File: src/rtl/lc_readout_arbiter.sv
// lc_readout_arbiter: round-robin scheduler that grants latched coincidence
// edges to a shared waveform readout engine over a req/ack/done handshake.
module lc_readout_arbiter #(
    parameter int N_CHANNELS   = 24,
    parameter int P_CHAN_WIDTH = 5
) (
    input  logic                    clk,
    input  logic                    rst_n,
    input  logic                    en,
    input  logic [N_CHANNELS-1:0]   local_coinc,
    input  logic [15:0]             timeout_cycles,
    input  logic                    clr_cnt,
    output logic                    rdout_req,
    output logic [P_CHAN_WIDTH-1:0] rdout_chan,
    input  logic                    rdout_ack,
    input  logic                    rdout_done,
    output logic [N_CHANNELS-1:0]   pending,
    output logic [15:0]             n_dropped,
    output logic [15:0]             n_timeouts
);
    localparam int CNT_W = $clog2(N_CHANNELS + 1);

    typedef enum logic [1:0] {IDLE, REQ, XFER} state_t;
    state_t state, state_nxt;

    logic [N_CHANNELS-1:0]   prev, rise, grant_mask, drop_mask, pending_nxt;
    logic [P_CHAN_WIDTH-1:0] last, sel_chan;
    logic                    sel_found, grant, abort, timer_hit;
    logic [15:0]             timer, timer_nxt;
    logic [CNT_W-1:0]        drop_cnt;
    logic [16:0]             drop_sum;
    int unsigned             scan_idx;

    // Scan begins just after the last granted channel and wraps modulo N.
    always_comb begin
        sel_found = 1'b0;
        sel_chan  = '0;
        scan_idx  = 0;
        for (int unsigned k = 0; k < N_CHANNELS; k++) begin
            scan_idx = 32'(last) + 32'd1 + k;
            if (scan_idx >= N_CHANNELS)
                scan_idx = scan_idx - 32'(N_CHANNELS);
            if (!sel_found && pending[scan_idx[P_CHAN_WIDTH-1:0]]) begin
                sel_found = 1'b1;
                sel_chan  = scan_idx[P_CHAN_WIDTH-1:0];
            end
        end
    end

    assign timer_hit = (timeout_cycles != 16'd0) && (timer == timeout_cycles - 16'd1);

    // Ack/done take precedence over a timeout expiring on the same cycle.
    always_comb begin
        state_nxt = state;
        grant     = 1'b0;
        abort     = 1'b0;
        timer_nxt = timer + 16'd1;
        case (state)
            IDLE: begin
                timer_nxt = '0;
                if (sel_found) begin
                    grant     = 1'b1;
                    state_nxt = REQ;
                end
            end
            REQ: begin
                if (rdout_ack) begin
                    state_nxt = XFER;
                    timer_nxt = '0;
                end else if (timer_hit) begin
                    abort     = 1'b1;
                    state_nxt = IDLE;
                    timer_nxt = '0;
                end
            end
            XFER: begin
                if (rdout_done) begin
                    state_nxt = IDLE;
                    timer_nxt = '0;
                end else if (timer_hit) begin
                    abort     = 1'b1;
                    state_nxt = IDLE;
                    timer_nxt = '0;
                end
            end
            default: state_nxt = IDLE;
        endcase
    end

    // A rise on the channel being granted re-arms it rather than counting a drop.
    always_comb begin
        rise        = local_coinc & ~prev;
        grant_mask  = grant ? (N_CHANNELS'(1) << sel_chan) : '0;
        drop_mask   = en ? (rise & pending & ~grant_mask) : '0;
        pending_nxt = (pending & ~grant_mask) | (en ? rise : '0);
        drop_cnt    = CNT_W'($countones(drop_mask));
        drop_sum    = {1'b0, n_dropped} + 17'(drop_cnt);
    end

    always_ff @(posedge clk or negedge rst_n) begin
        if (!rst_n) begin
            state      <= IDLE;
            timer      <= '0;
            prev       <= '0;
            pending    <= '0;
            last       <= P_CHAN_WIDTH'(N_CHANNELS - 1);
            rdout_req  <= 1'b0;
            rdout_chan <= '0;
        end else begin
            state   <= state_nxt;
            timer   <= timer_nxt;
            prev    <= local_coinc;
            pending <= pending_nxt;
            if (grant) begin
                rdout_req  <= 1'b1;
                rdout_chan <= sel_chan;
                last       <= sel_chan;
            end else if (state == REQ && state_nxt != REQ) begin
                rdout_req <= 1'b0;
            end
        end
    end

    always_ff @(posedge clk or negedge rst_n) begin
        if (!rst_n) begin
            n_dropped  <= '0;
            n_timeouts <= '0;
        end else begin
            if (clr_cnt)
                n_dropped <= '0;
            else if (|drop_mask)
                n_dropped <= drop_sum[16] ? '1 : drop_sum[15:0];

            if (clr_cnt)
                n_timeouts <= '0;
            else if (abort && n_timeouts != '1)
                n_timeouts <= n_timeouts + 16'd1;
        end
    end
endmodule

File: config.mk
export PLATFORM = sky130hd
export DESIGN_NAME = lc_readout_arbiter
export DESIGN_NICKNAME = d
export VERILOG_FILES = /design/src/rtl/lc_readout_arbiter.sv
export SDC_FILE = /design/constraint.sdc
export NUM_CORES = 1
export LEC_CHECK = 0
export ABC_AREA = 1
export CAP_MARGIN = 30
export CORE_MARGIN = 1
export CORE_UTILIZATION = 25
export CTS_CLUSTER_DIAMETER = 80
export DETAILED_ROUTE_END_ITERATION = 8
export PLACE_DENSITY_LB_ADDON = 0.15
export SLEW_MARGIN = 25
export SYNTH_ARGS = -nofsm -noshare
export SYNTH_HDL_FRONTEND = slang
export SYNTH_SLANG_ARGS = --single-unit
File: constraint.sdc
create_clock -name clk -period 32.2 [get_ports clk]
set_clock_uncertainty 0.2 [all_clocks]
set_input_delay 6.44 -clock clk [delete_from_list [all_inputs] [get_ports clk]]
set_output_delay 6.44 -clock clk [all_outputs]
set_load 0.005 [all_outputs]
==> out/qor.txt <==
outcome - completed
n_diodes - 0
fin crit period - 13.30 ns
fin crit share - 41.31%
gpl congestion - 0.9363
sequential share of the synthesized area - 23.10%
relative slew slack - 41.59%
share of cells above drive strength 1 - 4.611%
crit path DAT - 13.41 ns
largest net degree at the start of global routing - 79
slowest CP cell - dfstp_2
die area - 0.04776 mm2
vias in the first global route - 11.82k
Worst path max stage delay - 0.99 ns
Initial Utilization - 25.61%
WL final - 44040 um
worst r2r path cells - 57
Worst Max-Slew Pin Slew - 0.8671 ns
RR Startpoint - last[0]$_DFFE_PN1P_
Post-DRT Antenna Nets - 0
Setup Buffers After CTS - 0
Synth area leaders - dfrtp_1 22%, nand2_1 17%, nand3_1 8.6%
CTS Sinks - 108
Yosys warning total - 0
worst setup path endpoint - n_dropped[9]$_DFFE_PN0P_
routed vias - 12.38k
Crit Path Class - flop to flop
Hold Path Class - flop to flop
HPWL after DPL - 35660 um
CTS tree - done
Worst Min Path Start - prev[17]$_DFF_PN0_
die outline height - 218.5 um
H-tree depth - 3
Area growth, synth to finish - 16.97%
PortBufs - 107
number of max-cap violations - 0
r2r setup slk - 18.90 ns
distinct cell type count after synthesis - 58
Max Buffers Root-to-Sink - 2
Mapped Cells - 1860
I/O pin count - 108
gr ovfl total - 0
Final Max Tran Viols - 0
post-synth top area cell - dfrtp_1
initial antenna violation count - 1
final net count - 2071
Syn Area/Cell - 6.302 um2
clock slew at reported path FFs - 0.08 ns
first-pass detailed-route iteration total - 5
storage element area - 0.002708 mm2
Chip Width - 218.5 um
mapped cell area - 0.01172 mm2
first-pass GRT wire length - 69120 um
area of the multi-input gates - 0.007884 mm2
worst hold path depth - 1
final hold violations - 0
total clock buffers created by CTS - 9
Filler cells - 5026
crit-path max FO - 35
CP Launch Point - last[0]$_DFFE_PN1P_
flops & latches, synth - 108
top cell type's share of synthesized area - 22.20%
drt wl/cell - 17.26 um
Iter 0 DRT Violations - 1085
RSZ-0062 raised after global routing - false
hold buffer count at CTS - 0
Clk Latency, worst-skew pair - 0.37 ns
GRT Total Usage - 18.78%
setup TNS - 0 ns
CP Launch Type - flop
Synthesized Nets - 1984
CP endpoint kind - flop
Site Rows - 78
Root Buffer - clkbuf_16
Data required, critical path - 32.31 ns
vias per cell - 4.852
post_cts resized - 0
setup violators final - 0
# DRC - 0
fmax - 75.17 MHz
Top cell by count, worst path - nand2_1
core area - 0.04577 mm2
reg-to-reg endpoint - n_dropped[9]$_DFFE_PN0P_
-- how the worst min path moves through the flow --
stage                                        to  slack [ns]
after global routing      pending[22]$_DFF_PN0_        0.27
after global placement     pending[6]$_DFF_PN0_        0.25
final                     pending[17]$_DFF_PN0_        0.26
after detailed placement  pending[17]$_DFF_PN0_        0.25
after floorplan           pending[13]$_DFF_PN0_        0.24
after CTS                 pending[17]$_DFF_PN0_        0.26
-- sequential cells by signal, summed over array words and instances (netlist names) --
| register | count |
|---|---|
| last | 4 |
| n_dropped | 16 |
| n_timeouts | 16 |
| pending | 24 |
| prev | 24 |
| rdout_chan | 5 |
| rdout_req | 1 |
| state | 2 |
| timer | 16 |
-- cell usage after synthesis (all sizes together) --
library cell and instances:
nor2 205, clkinv 1, xor2 53, xnor2 17, a32oi 1, inv 243
nand4 50, a21oi 52, o21ai 139, a311oi 2, and3 3, nand2 542
o2111ai 1, o21bai 5, or4 2, ha 59, nor3 39, o21a 7
and2 2, o211ai 7, dfrtp 104, nor3b 2, a21boi 1, or3 1
nand3 203, fa 19, nor4 11, a22oi 1, dfstp 4, nand3b 2
a31oi 8, a211oi 3, a2111oi 1, clkbuf 17, a221oi 2, o31ai 8
nor4b 1, a2111o 1, buf 24, o22ai 1, or2 16
-- cell families after synthesis --
kind of cell / after synthesis / share of synthesized area (%)
buf+inv: 285 / 9.639
compound gates: 240 / 11.43
xor+xnor: 70 / 5.359
simple gates: 1079 / 40.93
fa+ha+maj: 78 / 9.543
flops: 108 / 23.10
-- cells in the final DEF, fill, tap and decap left out, types with 11 or more instances in the layout --
cell             count
fa_1                19
ha_1                59
or2_2               14
nor4_1              11
nor2_1             187
xnor2_1             17
nand4_1             44
xor2_1              51
clkdlybuf4s50_1    106
nor3_1              38
nand2_1            536
dfrtp_1            104
o21ai_1             12
nand3_1            201
inv_1              234
o21ai_0            127
a21oi_1             50
-- routing by layer --
layer,up-vias,GRT usage [%],share of wire (%)
met5,-,0,0
met4,0,3.427,1.1
met3,33,2.937,6.4
met2,348,31.34,47
met1,5771,25.51,45
li1,6231,-,-
-- per-stage QoR --
stage	setup slack, ns	cells	instance area (um2)	hold slack, ns	utilization (%)
after detailed placement	18.46	2535	13400	0.2492	29.27
final	18.90	2552	13710	0.2593	29.95
after floorplan	20.12	1860	11720	0.2359	-
after global routing	17.75	2552	13710	0.2705	29.95
after global placement	18.56	2535	13390	0.2451	29.26
after CTS	18.83	2551	13700	0.2607	29.93
-- area by class of cell --
| cell class | instances | area share (%) |
|---|---|---|
| multi-input combinational | 1467 | 57.50 |
| sequential | 108 | 19.75 |
| clock buffer | 10 | 1.670 |
| inverter | 244 | 6.680 |
| timing repair buffer | 117 | 8.396 |
| tap | 600 | 5.475 |
| clock inverter | 6 | 0.5293 |
-- worst max-delay path, delay by kind of cell, from the launching register on --
| kind | cells | cell delay, ns |
|---|---|---|
| XOR/XNOR | 1 | 0.40 |
| AO/OA/AOI/OAI | 7 | 1.50 |
| AND/OR/NAND/NOR | 29 | 4.96 |
| adder cells (fa/ha/maj) | 9 | 3.65 |
| buffers and inverters | 11 | 1.53 |
| flip-flops | 1 | 0.99 |
Power is left out: the tool's default activity adds up to more than one toggle a clock period on the data nets, which glitch-free logic cannot reach.
